`src/rtl/battle_pkg.sv`:
```
// rtl/battle_pkg.sv - shared cell/phase encodings and button bit positions for battle_board_ctrl
package battle_pkg;

  localparam int CELL_W = 2;

  typedef enum logic [CELL_W-1:0] {
    WATER = 2'b00,
    SHIP  = 2'b01,
    HIT   = 2'b10,
    MISS  = 2'b11
  } cell_t;

  typedef enum logic [2:0] {
    IDLE  = 3'd0,
    CLEAR = 3'd1,
    PLACE = 3'd2,
    FIRE  = 3'd3,
    DONE  = 3'd4
  } phase_t;

  localparam int BTN_START = 0;
  localparam int BTN_UP    = 1;
  localparam int BTN_DOWN  = 2;
  localparam int BTN_LEFT  = 3;
  localparam int BTN_RIGHT = 4;
  localparam int BTN_PLACE = 5;
  localparam int BTN_FIRE  = 6;
  localparam int BTN_N     = 7;

endpackage

```
`src/rtl/battle_board_ctrl_btn_edge.sv`:
```
// rtl/battle_board_ctrl_btn_edge.sv - vector rising-edge detector; history resets high so held buttons stay silent
module btn_edge #(
  parameter int W = 1
) (
  input  logic         clk,
  input  logic         rst,
  input  logic [W-1:0] i_lvl,
  output logic [W-1:0] o_evt
);

  logic [W-1:0] r_prev;

  always_ff @(posedge clk) begin
    if (!rst) r_prev <= '1;
    else      r_prev <= i_lvl;
  end

  assign o_evt = i_lvl & ~r_prev;

endmodule

```
`src/rtl/battle_board_ctrl.sv`:
```
// rtl/battle_board_ctrl.sv - Battleship board controller: clear/place/fire/done FSM, cursor and shot resolution.
// Define BATTLE_CURSOR_WRAP_EN for toroidal cursor moves; otherwise the cursor saturates at the edges.
module battle_board_ctrl
  import battle_pkg::*;
#(
  parameter int BOARD_N    = 5,
  parameter int MAX_SHIPS  = 7,
  parameter int SHOT_LIMIT = 15,
  parameter int IDX_W      = $clog2(BOARD_N),
  parameter int SHIP_W     = $clog2(MAX_SHIPS + 1),
  parameter int SHOT_W     = $clog2(SHOT_LIMIT + 1)
) (
  input  logic              clk,
  input  logic              rst,
  input  logic              start,
  input  logic              move_up,
  input  logic              move_down,
  input  logic              move_left,
  input  logic              move_right,
  input  logic              place_req,
  input  logic              fire_req,
  input  logic [SHIP_W-1:0] num_ships,
  input  logic [IDX_W-1:0]  rd_i,
  input  logic [IDX_W-1:0]  rd_j,
  output logic [CELL_W-1:0] rd_cell,
  output logic [IDX_W-1:0]  cur_i,
  output logic [IDX_W-1:0]  cur_j,
  output logic [2:0]        phase,
  output logic [SHIP_W-1:0] ships_placed,
  output logic [SHIP_W-1:0] ships_left,
  output logic [SHOT_W-1:0] shots,
  output logic              shot_valid,
  output logic              shot_hit,
  output logic              done,
  output logic              victory
);

  localparam int CELLS  = BOARD_N * BOARD_N;
  localparam int ADDR_W = $clog2(CELLS);
  localparam logic [IDX_W-1:0]  MAX_IDX   = IDX_W'(BOARD_N - 1);
  localparam logic [ADDR_W-1:0] LAST_ADDR = ADDR_W'(CELLS - 1);
  localparam logic [SHIP_W-1:0] MAX_TGT   = SHIP_W'(MAX_SHIPS);
  localparam logic [SHOT_W-1:0] LAST_SHOT = SHOT_W'(SHOT_LIMIT - 1);

  cell_t              r_board [CELLS];
  phase_t             r_state;
  phase_t             w_state_nxt;
  logic [IDX_W-1:0]   r_cur_i, r_cur_j, w_cur_i_nxt, w_cur_j_nxt;
  logic [ADDR_W-1:0]  r_clr_addr;
  logic [SHIP_W-1:0]  r_target, r_ships_placed, r_ships_left, w_left_nxt;
  logic [SHOT_W-1:0]  r_shots;
  logic               r_shot_valid, r_shot_hit, r_victory;
  logic [BTN_N-1:0]   w_lvl, w_evt;
  logic [ADDR_W-1:0]  w_cur_addr, w_rd_addr;
  cell_t              w_cur_cell;
  logic               w_moves_en, w_enter_clear, w_place_ok, w_fire_ok, w_fire_hit;

  assign w_lvl = {fire_req, place_req, move_right, move_left, move_down, move_up, start};

  btn_edge #(.W(BTN_N)) u_btn_edge (
    .clk   (clk),
    .rst   (rst),
    .i_lvl (w_lvl),
    .o_evt (w_evt)
  );

  assign w_cur_addr = ADDR_W'(r_cur_i) * ADDR_W'(BOARD_N) + ADDR_W'(r_cur_j);
  assign w_rd_addr  = ADDR_W'(rd_i) * ADDR_W'(BOARD_N) + ADDR_W'(rd_j);
  assign w_cur_cell = r_board[w_cur_addr];

  always_comb begin
    rd_cell = WATER;
    if (rd_i <= MAX_IDX && rd_j <= MAX_IDX) rd_cell = r_board[w_rd_addr];
  end

  assign w_enter_clear = w_evt[BTN_START] && (r_state == IDLE || r_state == DONE);
  assign w_place_ok    = (r_state == PLACE) && w_evt[BTN_PLACE] && (w_cur_cell == WATER)
                         && (r_ships_placed != r_target);
  assign w_fire_ok     = (r_state == FIRE) && w_evt[BTN_FIRE]
                         && (w_cur_cell == WATER || w_cur_cell == SHIP);
  assign w_fire_hit    = (w_cur_cell == SHIP);
  assign w_left_nxt    = w_fire_hit ? r_ships_left - SHIP_W'(1) : r_ships_left;

  always_ff @(posedge clk) begin
    if (!rst) r_state <= IDLE;
    else      r_state <= w_state_nxt;
  end

  // Game-over is decided on the resolving shot itself so no extra shot can sneak in.
  always_comb begin
    w_state_nxt = r_state;
    case (r_state)
      IDLE:  if (w_evt[BTN_START]) w_state_nxt = CLEAR;
      CLEAR: if (r_clr_addr == LAST_ADDR) w_state_nxt = PLACE;
      PLACE: if (r_ships_placed == r_target) w_state_nxt = FIRE;
      FIRE:  if (w_fire_ok && (w_left_nxt == '0 || r_shots == LAST_SHOT)) w_state_nxt = DONE;
      DONE:  if (w_evt[BTN_START]) w_state_nxt = CLEAR;
      default: w_state_nxt = IDLE;
    endcase
  end

  always_comb begin
    phase      = r_state;
    done       = (r_state == DONE);
    w_moves_en = (r_state == PLACE) || (r_state == FIRE);
  end

  always_comb begin
    w_cur_i_nxt = r_cur_i;
    w_cur_j_nxt = r_cur_j;
    if (w_moves_en) begin
      if (w_evt[BTN_UP]) begin
        if (r_cur_i != '0) w_cur_i_nxt = r_cur_i - 1'b1;
`ifdef BATTLE_CURSOR_WRAP_EN
        else               w_cur_i_nxt = MAX_IDX;
`endif
      end else if (w_evt[BTN_DOWN]) begin
        if (r_cur_i != MAX_IDX) w_cur_i_nxt = r_cur_i + 1'b1;
`ifdef BATTLE_CURSOR_WRAP_EN
        else                    w_cur_i_nxt = '0;
`endif
      end else if (w_evt[BTN_LEFT]) begin
        if (r_cur_j != '0) w_cur_j_nxt = r_cur_j - 1'b1;
`ifdef BATTLE_CURSOR_WRAP_EN
        else               w_cur_j_nxt = MAX_IDX;
`endif
      end else if (w_evt[BTN_RIGHT]) begin
        if (r_cur_j != MAX_IDX) w_cur_j_nxt = r_cur_j + 1'b1;
`ifdef BATTLE_CURSOR_WRAP_EN
        else                    w_cur_j_nxt = '0;
`endif
      end
    end
  end

  always_ff @(posedge clk) begin
    if (!rst) begin
      for (int k = 0; k < CELLS; k++) r_board[k] <= WATER;
      r_cur_i        <= '0;
      r_cur_j        <= '0;
      r_clr_addr     <= '0;
      r_target       <= '0;
      r_ships_placed <= '0;
      r_ships_left   <= '0;
      r_shots        <= '0;
      r_shot_valid   <= 1'b0;
      r_shot_hit     <= 1'b0;
      r_victory      <= 1'b0;
    end else begin
      r_shot_valid <= 1'b0;
      r_cur_i      <= w_cur_i_nxt;
      r_cur_j      <= w_cur_j_nxt;
      if (w_enter_clear) begin
        r_cur_i        <= '0;
        r_cur_j        <= '0;
        r_clr_addr     <= '0;
        r_ships_placed <= '0;
        r_ships_left   <= '0;
        r_shots        <= '0;
        r_shot_hit     <= 1'b0;
        r_victory      <= 1'b0;
      end
      if (r_state == CLEAR) begin
        r_board[r_clr_addr] <= WATER;
        r_clr_addr          <= r_clr_addr + 1'b1;
        if (r_clr_addr == LAST_ADDR) begin
          if (num_ships == '0)          r_target <= SHIP_W'(1);
          else if (num_ships > MAX_TGT) r_target <= MAX_TGT;
          else                          r_target <= num_ships;
        end
      end
      if (w_place_ok) begin
        r_board[w_cur_addr] <= SHIP;
        r_ships_placed      <= r_ships_placed + 1'b1;
        r_ships_left        <= r_ships_left + 1'b1;
      end
      if (w_fire_ok) begin
        r_board[w_cur_addr] <= w_fire_hit ? HIT : MISS;
        r_shots             <= r_shots + 1'b1;
        r_ships_left        <= w_left_nxt;
        r_shot_valid        <= 1'b1;
        r_shot_hit          <= w_fire_hit;
        r_victory           <= (w_left_nxt == '0);
      end
    end
  end

  assign cur_i        = r_cur_i;
  assign cur_j        = r_cur_j;
  assign ships_placed = r_ships_placed;
  assign ships_left   = r_ships_left;
  assign shots        = r_shots;
  assign shot_valid   = r_shot_valid;
  assign shot_hit     = r_shot_hit;
  assign victory      = r_victory;

endmodule

```
`config.mk`:
```
export PLATFORM = sky130hd
export DESIGN_NAME = battle_board_ctrl
export DESIGN_NICKNAME = d
export VERILOG_FILES = /design/src/rtl/battle_pkg.sv /design/src/rtl/battle_board_ctrl_btn_edge.sv /design/src/rtl/battle_board_ctrl.sv
export SDC_FILE = /design/constraint.sdc
export NUM_CORES = 1
export LEC_CHECK = 0
export BUFFER_PORTS_ARGS = -buffer_cell sky130_fd_sc_hd__buf_4
export CORE_MARGIN = 2
export CORE_UTILIZATION = 45
export DETAILED_ROUTE_END_ITERATION = 8
export HOLD_SLACK_MARGIN = 0.06
export PLACE_DENSITY = 0.7
export SETUP_SLACK_MARGIN = 0.3
export SYNTH_ARGS = -nofsm -noshare
export SYNTH_HDL_FRONTEND = slang
export SYNTH_SLANG_ARGS = --single-unit
```
`constraint.sdc`:
```
create_clock -name clk -period 9 [get_ports clk]
set_input_delay 0.9 -clock clk [delete_from_list [all_inputs] [get_ports clk]]
set_output_delay 0.9 -clock clk [all_outputs]
set_load 0.01 [all_outputs]
```
==> Word-level counts from Yosys, hierarchy flattened <==
Memories as Yosys holds them, arrays and structs flattened.
Index checks and enable logic that the tools add are counted.
{ "word_totals": {"regBits": 37, "latch_bits": 0, "mem_bits_rw": 50, "rom_bits": 0, "out_inout_bits": 25, "wordCells": 132, "memories": 1} }
{ "classes": {"addsub": 11, "multipliers": 2, "n_div": 0, "order_cmp": 3, "eq_ne": 17, "shift": 0, "n_mux": 46, "bitwise_logic": 6, "reduce_logical": 34} }
{ "memory_table": {"columns": ["memory", "words", "word_bits", "read_ports", "rd_clocked_by_memory_dff", "wr", "line_no", "text"], "rows": [
  ["r_board", 25, 2, 2, 0, 25, "battle_board_ctrl.sv:45", "cell_t r_board [CELLS];"]
]} }
{ "op_table": {"columns": ["operator", "count"], "rows": [
  ["3-bit two-way mux", 19],
  ["5-bit two-way mux", 4],
  ["1-bit two-way mux", 16],
  ["2-bit nonzero test", 7],
  ["3-bit by 1-bit adder with 3-bit output, second input constant", 4],
  ["3-bit one-hot mux with 4 select lines", 1],
  ["5-bit by 3-bit adder with 5-bit output", 2],
  ["3-bit by 3-bit multiplier with 5-bit output, second input constant", 2],
  ["3-bit zero test", 3],
  ["3-bit nonzero test", 3],
  ["3-bit by 1-bit subtractor with 3-bit output, second input constant", 3],
  ["1-bit logical AND", 8],
  ["2-bit two-way mux", 4],
  ["4-bit two-way mux", 2],
  ["2-bit by 1-bit != test with 1-bit output, second input constant", 4],
  ["4-bit AND reduction", 2],
  ["2-bit OR reduction", 4],
  ["7-bit bitwise AND", 1],
  ["7-bit NOT", 1],
  ["3-bit by 2-bit equality test with 1-bit output, second input constant", 2],
  ["3-bit <= comparator, second input constant", 2],
  ["3-bit != test, second input constant", 2],
  ["6-bit AND reduction", 1],
  ["5-bit by 1-bit adder with 5-bit output, second input constant", 1],
  ["other kinds (15)", 21]
]} }

==> Logic depth before layout (Yosys ltp) <==
Gate-level depths: netlist of the first run.
An unclocked memory read counts as a cell.
{ "logic_depth": {"depth_word": 12, "mapped_depth": 15, "depth_no_buf": 13} }

==> Cells and area by module <==
A second synthesis of the first run with hierarchy kept.
{ "hier_totals": {"hier_cells": 548, "hier_area_um2": 6202.2} }
{ "by_module_without_submodules": {"columns": ["module", "n_inst", "cells_per_inst", "area_per_inst_um2"], "rows": [
  ["battle_board_ctrl", 1, 527, 5974.5],
  ["btn_edge", 1, 21, 227.7]
]} }

==> Worst setup path after synthesis of the first run <==
OpenSTA, ideal clock, no wires.
{ "synth_timing": {"kind": "input to output", "from": "input rd_i[0]", "to": "output rd_cell[0]", "arrival_time_ps": 3309, "t_required_ps": 8100, "slack_ps": 4791, "cell_stages": 7, "path_buffers": 2, "path_cell_list": "ha_1 clkbuf_1 buf_1 mux4_2 mux4_2 mux2i_1 nor2_1"} }
{ "synth_between": {"elab_chain_len": 4, "elab_cells_between_ends": 6, "classes_between": "add/sub: 1; mul: 1; order compare: 1; mux: 1; reduce/logical: 1; memory: 1"} }
{ "synth_rtl": {"columns": ["element", "line_no", "text"], "rows": [
  ["start, declared", "battle_board_ctrl.sv:23", "input logic [IDX_W-1:0] rd_i,"],
  ["3-bit by 3-bit multiplier with 5-bit output", "battle_board_ctrl.sv:68", "assign w_rd_addr = ADDR_W'(rd_i) * ADDR_W'(BOARD_N) + ADDR_W'(rd_j);"],
  ["5-bit by 3-bit adder with 5-bit output", "battle_board_ctrl.sv:68", null],
  ["memory 25 x 2 bit", null, null],
  ["2-bit two-way mux *", "battle_board_ctrl.sv:73", "if (rd_i <= MAX_IDX && rd_j <= MAX_IDX) rd_cell = r_board[w_rd_addr];"],
  ["end, declared", "battle_board_ctrl.sv:25", "output logic [CELL_W-1:0] rd_cell,"]
]} }
Every way passes the cells marked *; elsewhere a longest branch is shown, timed or not.

==> results.rst, run 1 <==
.. list-table::
   :header-rows: 1

   * - Metric
     - Value
   * - Final count of negative-setup-slack endpoints
     - 0
   * - Wire length of the first global-routing pass
     - 25.47 mm
   * - Average size of a mapped cell
     - 10.59 sq um
   * - Critical path startpoint category
     - flip-flop
   * - Most instantiated flip-flop cell in the synthesis netlist
     - sky130_fd_sc_hd__edfxtp_1
   * - Number of I/O pins
     - between 40 and 50
   * - Final period demand of the worst path
     - between 5 and 6 ns
   * - Vias in the first global route
     - 4621
   * - Syn Nets
     - 626
   * - Detailed-placement wirelength estimate
     - 11.91 mm
   * - Vias after detailed routing
     - 4915
   * - Hold slack final
     - 0.4762 ns
   * - Setup Fix Bufs, Post-CTS
     - 0
   * - Power per cell area
     - 143.9 nW/um^2
   * - Cell taking the most area after synthesis
     - sky130_fd_sc_hd__edfxtp_1
   * - Post-synthesis instance area
     - 6152 sq um
   * - Fraction of final layout cells sized beyond drive strength 1
     - 17.92%
   * - Unrepaired setup endpoints after global routing
     - no
   * - Inserted Clock Buffers
     - 9
   * - Cell with the biggest individual delay on the critical path
     - sky130_fd_sc_hd__ha_1
   * - Final number of max-transition violations
     - 0
   * - Worst min-delay path endpoint
     - shot_hit
   * - Initial core utilization
     - between 40% and 50%
   * - Nets
     - 654
   * - GRT Residual Overflow
     - 0
   * - CTS max path bufs
     - 2
   * - Arrival time of the worst setup path
     - approximately 5.3 ns
   * - Ys async rst share
     - 0%
   * - Sequential-to-total area share from yosys stat
     - 43.28%
   * - CTS tree
     - done
   * - Deepest level of the CTS H-tree
     - 3
   * - Proportion of netlist area held by the largest area contributor
     - about 31%
   * - Endpoint of the worst-slack reg-to-reg timing path
     - r_board[28][0]
   * - Most frequent cell on the critical path
     - sky130_fd_sc_hd__ha_1
   * - Detailed-routing iteration count for the pre-antenna-repair pass
     - 5
   * - Clock tree root buffer cell
     - sky130_fd_sc_hd__clkbuf_16
   * - Die X-Extent
     - between 100 and 150 um
   * - Launch instance of the worst min-delay path
     - shot_hit
   * - Worst rel slew slack
     - about 1.6%
   * - Core footprint
     - 13300 sq um
   * - Site row count
     - 42
   * - Total Routing Usage GR
     - about a quarter
   * - Final period utilization
     - approximately three fifths
   * - Detail-routed via count per cell
     - 6.222
   * - Resized Gates After CTS
     - 0
   * - Internal reg-to-reg setup slack
     - 3.74 ns
   * - Worst Hold Path Cells
     - 2
   * - Overall routed net length
     - 16.36 mm
   * - Final estimated routing congestion in global placement
     - 0.9517
   * - Signed area change from the synthesized netlist to the final layout
     - 11.96%
   * - Number of fill cells
     - 1170
   * - IR Drop Worst-Case VDD
     - 0.1054 mV
   * - Max-Cap Viols
     - 1
   * - Transition time at the pin with the least slew margin
     - 1.465 ns
   * - Die area
     - 14620 sq um
   * - Maximum fanout encountered on the critical timing path
     - 20
   * - Status
     - finished, violations left
   * - Total clock sinks
     - roughly 100
   * - Commonest non-fill, non-tap cells in the layout
     - sky130_fd_sc_hd__nor2_1 (81), sky130_fd_sc_hd__edfxtp_1 (64), sky130_fd_sc_hd__nand2_1 (60)
   * - Leakage
     - 2.401 nW
   * - Crit Reg-Reg Startpoint
     - cur_i[1]
   * - Largest net degree at the start of global routing
     - 44
   * - Number of antenna-violating nets in the routed design
     - 0
   * - Violated checks
     - max-capacitance violations
   * - Longest individual stage delay on the worst path
     - 0.91 ns
   * - Detailed Route Iter0 Violations
     - 446
   * - Source-to-sink clock delay at the later pin of the worst-skew pair
     - 0.35 ns
   * - Dominant cells by area after synthesis
     - sky130_fd_sc_hd__edfxtp_1 (31%), sky130_fd_sc_hd__mux4_2 (13%), sky130_fd_sc_hd__dfxtp_1 (12%), sky130_fd_sc_hd__nor2_1 (4.9%), sky130_fd_sc_hd__ha_1 (4.7%)
   * - Count of port buffers added during placement
     - 42
   * - Clock transition at the register clock pins on the worst setup and hold paths after CTS
     - about 0.06 ns
   * - Crit end category
     - flip-flop
   * - Hold bufs inserted after CTS
     - 0
   * - Number of enable-type register cells in the synthesized netlist
     - 64
   * - Setup Crit Path Kind
     - flip-flop to flip-flop
   * - List of cells traversed by the critical path
     - ha_1 -> ha_1 -> mux4_2 -> and2_1 -> a2111oi_0 -> a311o_1 -> nand2_1 -> a211oi_4 -> o21ai_1 -> o21ai_0
   * - Hold/Removal Path Class
     - flip-flop to flip-flop
   * - Inserted Diodes
     - 0
   * - Required time worst endpoint
     - 9.03 ns
   * - DRC violation count after routing
     - 0
   * - Initial antenna violation count
     - 0
   * - Flops & latches, synth
     - 101
   * - Fin. Hold Viols
     - 0
   * - Highest achievable clock rate
     - 190.3 MHz
   * - Most common cell after layout, fill and taps aside
     - sky130_fd_sc_hd__nor2_1
   * - Vert. Die Dim
     - 120.9 um
   * - Gate count of the mapped netlist
     - 581
   * - Yosys cell types
     - 63
   * - Length in cells of the worst reg-to-reg path
     - 10
   * - Avg WL per Cell
     - 20.71 um
   * - Count of warnings emitted by yosys
     - 0
   * - Worst Clk Skew
     - 0.007508 ns
   * - Post-Route Setup TNS
     - 0 ns
-- state kept, by name, indices dropped and copies added, names as in the netlist --
| signal | count |
|---|---|
| r_board | 64 |
| u_btn_edge.r_prev | 7 |
| r_clr_addr | 5 |
| shots | 4 |
| cur_i | 3 |
| cur_j | 3 |
| phase | 3 |
| r_target | 3 |
| ships_left | 3 |
| ships_placed | 3 |
| shot_hit | 1 |
| shot_valid | 1 |
| victory | 1 |
-- routing by layer --
| metal | up-vias | GRT usage [%] | part of all wire (%) | wire (um) |
|---|---|---|---|---|
| li1 | 2237 | - | - | - |
| met1 | 2389 | 29.93 | 39 | 6365 |
| met5 | - | 0 | 0 | 0 |
| met2 | 256 | 36.52 | 47 | 7679 |
| met4 | 0 | 11.12 | 3.6 | 593 |
| met3 | 33 | 6.626 | 11 | 1721 |
-- final cells by class --
| cell class | count | area (sq um) | share of cell area (%) |
|---|---|---|---|
| Multi-Input combinational cell | 427 | 3281 | 47.63 |
| Sequential cell | 101 | 2663 | 38.66 |
| Timing Repair Buffer | 46 | 345.3 | 5.014 |
| Clock buffer | 13 | 270.3 | 3.924 |
| Tap cell | 176 | 220.2 | 3.197 |
| Inverter | 24 | 90.09 | 1.308 |
| Clock inverter | 3 | 18.77 | 0.2725 |
-- power by group --
group	switching [mW]	total [mW]	internal, mW
Sequential	0.00616	0.506	0.500
Clock	0.162	0.372	0.210
Combinational	0.0573	0.113	0.0556
-- metrics by stage --
stage	util (%)	setup WS, ns	cells	area, sq um	power (mW)
2_1_floorplan	-	4.791	581	6152	0.5936
3_3_place_gp	49.60	4.021	774	6594	0.6241
3_5_place_dp	49.60	3.871	774	6594	0.6277
4_1_cts	51.77	3.831	790	6883	1.000
5_1_grt	51.81	3.464	790	6888	1.026
6_report	51.81	3.745	790	6888	0.9909
-- cell usage after synthesis (5+ instances only) --
library cell	n
sky130_fd_sc_hd__nand2b_1	6
sky130_fd_sc_hd__xor2_1	5
sky130_fd_sc_hd__edfxtp_1	64
sky130_fd_sc_hd__nand4_1	7
sky130_fd_sc_hd__xnor2_1	10
sky130_fd_sc_hd__o21ai_0	13
sky130_fd_sc_hd__nand3_1	20
sky130_fd_sc_hd__a211oi_1	8
sky130_fd_sc_hd__mux2i_1	15
sky130_fd_sc_hd__nor3_1	17
sky130_fd_sc_hd__nor2b_1	6
sky130_fd_sc_hd__ha_1	23
sky130_fd_sc_hd__mux4_2	36
sky130_fd_sc_hd__o211ai_1	26
sky130_fd_sc_hd__dfxtp_1	37
sky130_fd_sc_hd__inv_1	24
sky130_fd_sc_hd__a21oi_1	25
sky130_fd_sc_hd__clkbuf_1	22
sky130_fd_sc_hd__nor3b_1	6
sky130_fd_sc_hd__nor2_1	81
sky130_fd_sc_hd__nand2_1	60
-- critical path, delay by kind of cell, from the launching register on --
kind / cells / cell delay [ns]
multiplexers: 1 / 0.42
AO/OA/AOI/OAI: 5 / 2.37
AND/OR/NAND/NOR: 2 / 0.46
flip-flops: 1 / 0.45
adder cells (fa/ha/maj): 2 / 1.19
-- how the worst max path moves through the flow --
stage                  start              to  slack [ns]
finish              cur_i[1]  r_board[28][0]        3.74
global route        cur_i[2]  r_board[28][0]        3.46
CTS                 cur_i[2]  r_board[31][1]        3.83
detailed placement  cur_i[2]  r_board[31][0]        3.87
global placement    cur_i[2]  r_board[31][0]        4.02
floorplan            rd_i[0]      rd_cell[0]        4.79
-- logic make-up after synthesis --
group,share of synthesized area [%]
compound gates,11.65
xor+xnor,2.135
fa+ha+maj,5.979
buf+inv,3.478
flops,43.28
mux,15.99
simple gates,17.49
(Power assumes the default switching activity.)
==> run 2: changes to the inputs <==
clock period = 5 ns   (was 9 ns; I/O delays follow)
==> run 2 against run 1 <==
Against the previous run: the flow now finishes without violations; clock-buffer cell count shrank 2; via count is 1.6% higher; die area is the same; combinational power grew 79%; global-route usage is 0.94 points higher; register-to-register slack worse by 3.1 ns; worst setup slack worse by 3.1 ns; largest power group unchanged; critical path depth is 4 higher; maximum frequency is 19% higher; wire length up 4.0%.
==> results.rst, run 2 (synthesized netlist as in run 1, its figures left out) <==
.. list-table::
   :header-rows: 1

   * - Metric
     - Value
   * - Avg WL per Cell
     - between 20 and 25 um
   * - Worst Hold Path Cells
     - 2
   * - Internal reg-to-reg setup slack
     - 0.60 ns
   * - Vias in the first global route
     - 4761
   * - Flip-flop count of the largest register after layout
     - 64
   * - DRC violation count after routing
     - 0
   * - Max-Cap Viols
     - 0
   * - Highest achievable clock rate
     - roughly 230 MHz
   * - Status
     - finished clean
   * - Registers with the highest flip-flop counts
     - r_board (64), u_btn_edge.r_prev (7), r_clr_addr (5)
   * - Post-Route Setup TNS
     - 0 ns
   * - Launch instance of the worst min-delay path
     - start
   * - Initial antenna violation count
     - 0
   * - Worst min-delay path endpoint
     - u_btn_edge.r_prev[0]
   * - Core footprint
     - 13300 sq um
   * - Wire length of the first global-routing pass
     - about 27 mm
   * - Worst rel slew slack
     - under 10%
   * - Length in cells of the worst reg-to-reg path
     - 14
   * - Detailed-placement wirelength estimate
     - 12.51 mm
   * - Number of I/O pins
     - 43
   * - Deepest level of the CTS H-tree
     - 3
   * - Endpoint of the worst-slack reg-to-reg timing path
     - r_board[1][1]
   * - Vert. Die Dim
     - between 100 and 150 um
   * - Inserted Diodes
     - 0
   * - Largest net degree at the start of global routing
     - 44
   * - Most flops, register
     - r_board
   * - Die X-Extent
     - ~120 um
   * - CTS max path bufs
     - 2
   * - Unrepaired setup endpoints after global routing
     - no
   * - Arrival time of the worst setup path
     - about 4.5 ns
   * - GRT Residual Overflow
     - 0
   * - Power per cell area
     - 256.7 nW/um^2
   * - Transition time at the pin with the least slew margin
     - roughly 1.4 ns
   * - Final estimated routing congestion in global placement
     - between 1 and 1.5
   * - Crit Reg-Reg Startpoint
     - cur_i[2]
   * - Number of antenna-violating nets in the routed design
     - 0
   * - Cell area reported after detailed placement
     - roughly 6700 sq um
   * - Source-to-sink clock delay at the later pin of the worst-skew pair
     - 0.36 ns
   * - Die area
     - roughly 15000 sq um
   * - Required time worst endpoint
     - 5.11 ns
   * - IR Drop Worst-Case VDD
     - 0.1776 mV
   * - Crit end category
     - flip-flop
   * - Fin. Hold Viols
     - 0
   * - Detailed Route Iter0 Violations
     - 476
   * - Critical path startpoint category
     - flip-flop
   * - Hold/Removal Path Class
     - input pin to flip-flop
   * - Count of port buffers added during placement
     - 42
   * - Worst Clk Skew
     - 0.01530 ns
   * - Maximum fanout encountered on the critical timing path
     - 13
   * - Most common cell after layout, fill and taps aside
     - sky130_fd_sc_hd__nor2_1
   * - Initial core utilization
     - 46.27%
   * - Final period utilization
     - 88.03%
   * - Setup Crit Path Kind
     - flip-flop to flip-flop
   * - Leakage
     - 2.444 nW
   * - Detailed-routing iteration count for the pre-antenna-repair pass
     - 7
   * - Overall routed net length
     - 17.02 mm
   * - Vias after detailed routing
     - 4992
   * - List of cells traversed by the critical path
     - ha_1 -> ha_1 -> fa_1 -> xnor2_1 -> and2_1 -> a2111oi_0 -> a311o_1 -> nand2_1 -> buf_4 -> nor2_2 -> nand3_2 -> clkinvlp_4 -> nand2_1 -> nor2_1
   * - Commonest non-fill, non-tap cells in the layout
     - sky130_fd_sc_hd__nor2_1 (81), sky130_fd_sc_hd__edfxtp_1 (64), sky130_fd_sc_hd__buf_4 (61)
   * - CTS tree
     - done
   * - Final cell count without fillers
     - 805
   * - Signed area change from the synthesized netlist to the final layout
     - 13.65%
   * - Total clock sinks
     - 101
   * - Site row count
     - 42
   * - Total Routing Usage GR
     - 24.29%
   * - Utilization of the core after routing
     - between 50 and 60%
   * - Cell with the biggest individual delay on the critical path
     - sky130_fd_sc_hd__xnor2_1
   * - Nets
     - 669
   * - Final count of negative-setup-slack endpoints
     - 0
   * - Inserted Clock Buffers
     - 9
   * - Detail-routed via count per cell
     - between 6 and 7
   * - Final period demand of the worst path
     - between 4 and 5 ns
   * - Post-route cell area
     - 6992 sq um
   * - Setup Fix Bufs, Post-CTS
     - 0
   * - Cell Count Post-Placement
     - 789
   * - Clock tree root buffer cell
     - sky130_fd_sc_hd__clkbuf_16
   * - Fraction of final layout cells sized beyond drive strength 1
     - 20.19%
   * - Clock transition at the register clock pins on the worst setup and hold paths after CTS
     - 0.07 ns
   * - Number of fill cells
     - 1179
   * - Longest individual stage delay on the worst path
     - around 0.66 ns
   * - Final number of max-transition violations
     - 0
[run 2: worst max-delay path: cells and delay by family (launching register included)]
| kind | cells | cell delay, ns |
|---|---|---|
| AND/OR/NAND/NOR | 6 | 1.04 |
| buffers and inverters | 2 | 0.43 |
| XOR/XNOR | 1 | 0.66 |
| adder cells (fa/ha/maj) | 3 | 1.10 |
| AO/OA/AOI/OAI | 2 | 0.46 |
| flip-flops | 1 | 0.45 |
[run 2: how the worst max path moves through the flow]
stage / startpoint / end / slack, ns / cells past startpoint
2_1_floorplan: cur_i[2] / r_board[31][0] / 0.89 / 13
3_3_place_gp: cur_i[2] / r_board[22][1] / 0.66 / 14
3_5_place_dp: cur_i[2] / r_board[18][1] / 0.55 / 14
4_1_cts: cur_i[2] / r_board[18][1] / 0.50 / 14
5_1_grt: cur_i[2] / r_board[17][1] / 0.36 / 14
6_report: cur_i[2] / r_board[1][1] / 0.60 / 14
[run 2: where the power goes]
part           internal, mW  total, mW  leakage [nW]  switching, mW
clock network         0.358      0.682         0.140          0.324
logic                 0.101      0.202          1.37          0.101
registers             0.900      0.911         0.932         0.0118
total                  1.36       1.79          2.44          0.437
[run 2: layer usage]
layer	up-vias	GRT usage (%)	part of all wire, %
met2	273	37.08	46
met4	0	11.05	3.7
li1	2264	-	-
met5	-	0	0
met1	2415	32.94	41
met3	40	5.733	8.9
[run 2: cell type report]
| cell class | instances | area (sq um) | area share, % |
|---|---|---|---|
| clock buffer | 11 | 246.5 | 3.525 |
| clock inverter | 5 | 32.53 | 0.4653 |
| inverter | 24 | 93.84 | 1.342 |
| multi-input combinational | 427 | 3278 | 46.89 |
| sequential | 101 | 2663 | 38.08 |
| tap | 176 | 220.2 | 3.150 |
| timing repair buffer | 61 | 457.9 | 6.550 |
[run 2: what timing repair did]
action,CTS,global route
gates resized for setup,0,2
endpoints found under the setup margin,0,9
hold buffers,0,0
[run 2: metrics by stage]
step	hold WS, ns	total power, mW	setup slack, ns
6_report	0.3293	1.795	0.5984
2_1_floorplan	0.4817	1.067	0.8928
4_1_cts	0.3256	1.801	0.4995
3_3_place_gp	0.4625	1.125	0.6648
5_1_grt	0.3290	1.852	0.3620
3_5_place_dp	0.4643	1.132	0.5490
==> run 3: changes to the inputs <==
PLACE_DENSITY = 0.61   (was 0.7)
==> run 3 against run 2 <==
Against the previous run: cell count shrank 0.37%; sequential share of layout area shrank 0.24 points; final area grew 0.64%; power grew 3.2%; non-clock buffer count shrank 3; core utilization grew 0.34 points; sequential power is essentially flat; worst hold slack lost 0.0015 ns; via count shrank 2.9%; critical path type unchanged; critical endpoint is now r_board[12][1].
==> results.rst, run 3 (synthesized netlist as in run 1, its figures left out) <==
.. list-table::
   :header-rows: 1

   * - Metric
     - Value
   * - Vias in the first global route
     - 4793
   * - Required time worst endpoint
     - 5.08 ns
   * - Worst rel slew slack
     - 10.10%
   * - Unrepaired setup endpoints after global routing
     - no
   * - Setup Crit Path Kind
     - flip-flop to flip-flop
   * - Core footprint
     - 13300 sq um
   * - Hold bufs inserted after CTS
     - 0
   * - Multi-input logic area
     - 3307 sq um
   * - Signed area change from the synthesized netlist to the final layout
     - 14.38%
   * - Power per cell area
     - 263.2 nW/um^2
   * - Cell area reported after detailed placement
     - between 6000 and 7000 sq um
   * - Die X-Extent
     - 120.9 um
   * - CTS max path bufs
     - 2
   * - Fin. Hold Viols
     - 0
   * - Crit end category
     - flip-flop
   * - Total Routing Usage GR
     - a little under a quarter
   * - Vias after detailed routing
     - 4849
   * - Nets
     - around 670
   * - Utilization of the core after routing
     - 52.93%
   * - Maximum fanout encountered on the critical timing path
     - 10
   * - Final period utilization
     - 90.32%
   * - IR Drop Worst-Case VDD
     - 0.1811 mV
   * - Source-to-sink clock delay at the later pin of the worst-skew pair
     - 0.36 ns
   * - Inserted Diodes
     - 0
   * - Avg WL per Cell
     - 20.55 um
   * - Count of port buffers added during placement
     - 42
   * - Worst Clk Skew
     - 0.01038 ns
   * - Clk pwr share
     - 39.9%
   * - Highest achievable clock rate
     - 221.4 MHz
   * - Combinational Power Share
     - between 10% and 20%
   * - Detail-routed via count per cell
     - a little over 6
   * - Number of I/O pins
     - 43
   * - Worst setup slack after placement
     - around 0.33 ns
   * - Worst setup slack after layout
     - 0.4842 ns
   * - Detailed-routing iteration count for the pre-antenna-repair pass
     - 5
   * - Power spent charging and discharging nets
     - roughly 0.44 mW
   * - Internal Dissipation
     - 1.416 mW
   * - Registers with the highest flip-flop counts
     - r_board (64), u_btn_edge.r_prev (7), r_clr_addr (5)
   * - GRT Residual Overflow
     - 0
   * - Deepest level of the CTS H-tree
     - 3
   * - Post-Route Setup TNS
     - 0 ns
   * - Post-route cell area
     - between 7000 and 8000 sq um
   * - Cell Count Post-Placement
     - 783
   * - Number of fill cells
     - 1185
   * - Fraction of final layout cells sized beyond drive strength 1
     - 20.29%
   * - Number of antenna-violating nets in the routed design
     - 0
   * - Most common cell after layout, fill and taps aside
     - sky130_fd_sc_hd__nor2_1
   * - Flip-flop count of the largest register after layout
     - 64
   * - Initial core utilization
     - 46.27%
   * - Transition time at the pin with the least slew margin
     - 1.338 ns
   * - Final count of negative-setup-slack endpoints
     - 0
   * - Detailed Route Iter0 Violations
     - approximately 440
   * - Total clock sinks
     - 101
   * - Most flops, register
     - r_board
   * - Total area of sequential cells
     - roughly 2700 sq um
   * - Detailed-placement wirelength estimate
     - 12.08 mm
   * - Final period demand of the worst path
     - 4.516 ns
   * - Final estimated routing congestion in global placement
     - around 0.90
   * - Commonest non-fill, non-tap cells in the layout
     - sky130_fd_sc_hd__nor2_1 (81), sky130_fd_sc_hd__edfxtp_1 (64), sky130_fd_sc_hd__nand2_1 (59)
   * - Clock transition at the register clock pins on the worst setup and hold paths after CTS
     - 0.07 ns
   * - Die area
     - around 15000 sq um
   * - Overall routed net length
     - 16.48 mm
   * - Wire length of the first global-routing pass
     - around 26 mm
   * - Critical path startpoint category
     - flip-flop
   * - Vert. Die Dim
     - 120.9 um
   * - Hold/Removal Path Class
     - input pin to flip-flop
   * - CTS tree
     - done
   * - Site row count
     - 42
   * - Initial antenna violation count
     - 0
   * - Final cell count without fillers
     - 802
   * - DRC violation count after routing
     - 0
   * - Largest net degree at the start of global routing
     - 44
   * - Clock tree root buffer cell
     - sky130_fd_sc_hd__clkbuf_16
   * - Max-Cap Viols
     - 0
   * - Arrival time of the worst setup path
     - 4.60 ns
   * - Status
     - finished clean
   * - Fraction of power spent switching nets
     - 23.53%
   * - Inserted Clock Buffers
     - 9
   * - Leakage
     - around 2.5 nW
   * - Final number of max-transition violations
     - 0
   * - Seq pwr share
     - approximately half
## run 3: cell count changes in the layout (fill, tap and decap cells not counted), sizes merged
cell      previous run  this run
buf                 61        58
clkinv               2         1
clkinvlp             2         0
clkbuf              11        12
inv                 25        27
## run 3: per-stage QoR
| step | hold WS (ns) | total power [mW] |
|---|---|---|
| after CTS | 0.3193 | 1.865 |
| after global routing | 0.3279 | 1.917 |
| final | 0.3278 | 1.852 |
| after detailed placement | 0.4633 | 1.132 |
| after floorplan | 0.4817 | 1.067 |
| after global placement | 0.4637 | 1.126 |
## run 3: worst paths after layout
| check | start | end | slack [ns] | cells past startpoint |
|---|---|---|---|---|
| min reg2reg | shot_hit | shot_hit | 0.48 | 2 |
| max | cur_i[2] | r_board[12][1] | 0.48 | 13 |
| min | start | u_btn_edge.r_prev[0] | 0.33 | 2 |
| max reg2reg | cur_i[2] | r_board[12][1] | 0.48 | 13 |
## run 3: metal layers
metal  vias to the layer above  global-route usage [%]  part of all wire, %
met5                         -                       0                    0
met4                         0                   9.884                  3.3
met3                        32                   6.015                  7.3
met2                       180                   39.26                   49
met1                      2383                   29.73                   40
li1                       2254                       -                    -
## run 3: cell type report
| cell class | count | share of cell area, % |
|---|---|---|
| Clock buffer | 12 | 4.107 |
| Timing Repair Buffer | 58 | 6.188 |
| Tap cell | 176 | 3.129 |
| Sequential cell | 101 | 37.84 |
| Clock inverter | 4 | 0.4623 |
| Multi-Input combinational cell | 427 | 46.99 |
| Inverter | 24 | 1.280 |
## run 3: repair_timing
action | CTS | global route
buffers inserted | 0 | 3
hold endpoints to repair | 0 | 0
endpoints found under the setup margin | 0 | 69
resized for setup | 0 | 7
## run 3: power groups by stage
stage               sequential (mW)  combinational [mW]  clock, mW
floorplan                     0.924               0.143          0
global placement              0.926               0.200          0
detailed placement            0.928               0.205          0
CTS                           0.909               0.205      0.751
global route                  0.911               0.221      0.785
finish                        0.909               0.204      0.739
## run 3: worst max-delay path: stages (launching register included)
cell                       delay [ns]
sky130_fd_sc_hd__dfxtp_1         0.44
sky130_fd_sc_hd__ha_1            0.28
sky130_fd_sc_hd__ha_1            0.32
sky130_fd_sc_hd__fa_1            0.47
sky130_fd_sc_hd__xor2_1          0.32
sky130_fd_sc_hd__buf_4           0.25
sky130_fd_sc_hd__mux2i_1         0.27
sky130_fd_sc_hd__o21ai_0         0.13
sky130_fd_sc_hd__o211ai_1        0.25
sky130_fd_sc_hd__nand3b_2        0.21
sky130_fd_sc_hd__a211oi_4        0.39
sky130_fd_sc_hd__buf_4           0.19
sky130_fd_sc_hd__mux2i_1         0.60
sky130_fd_sc_hd__nor3_1          0.11
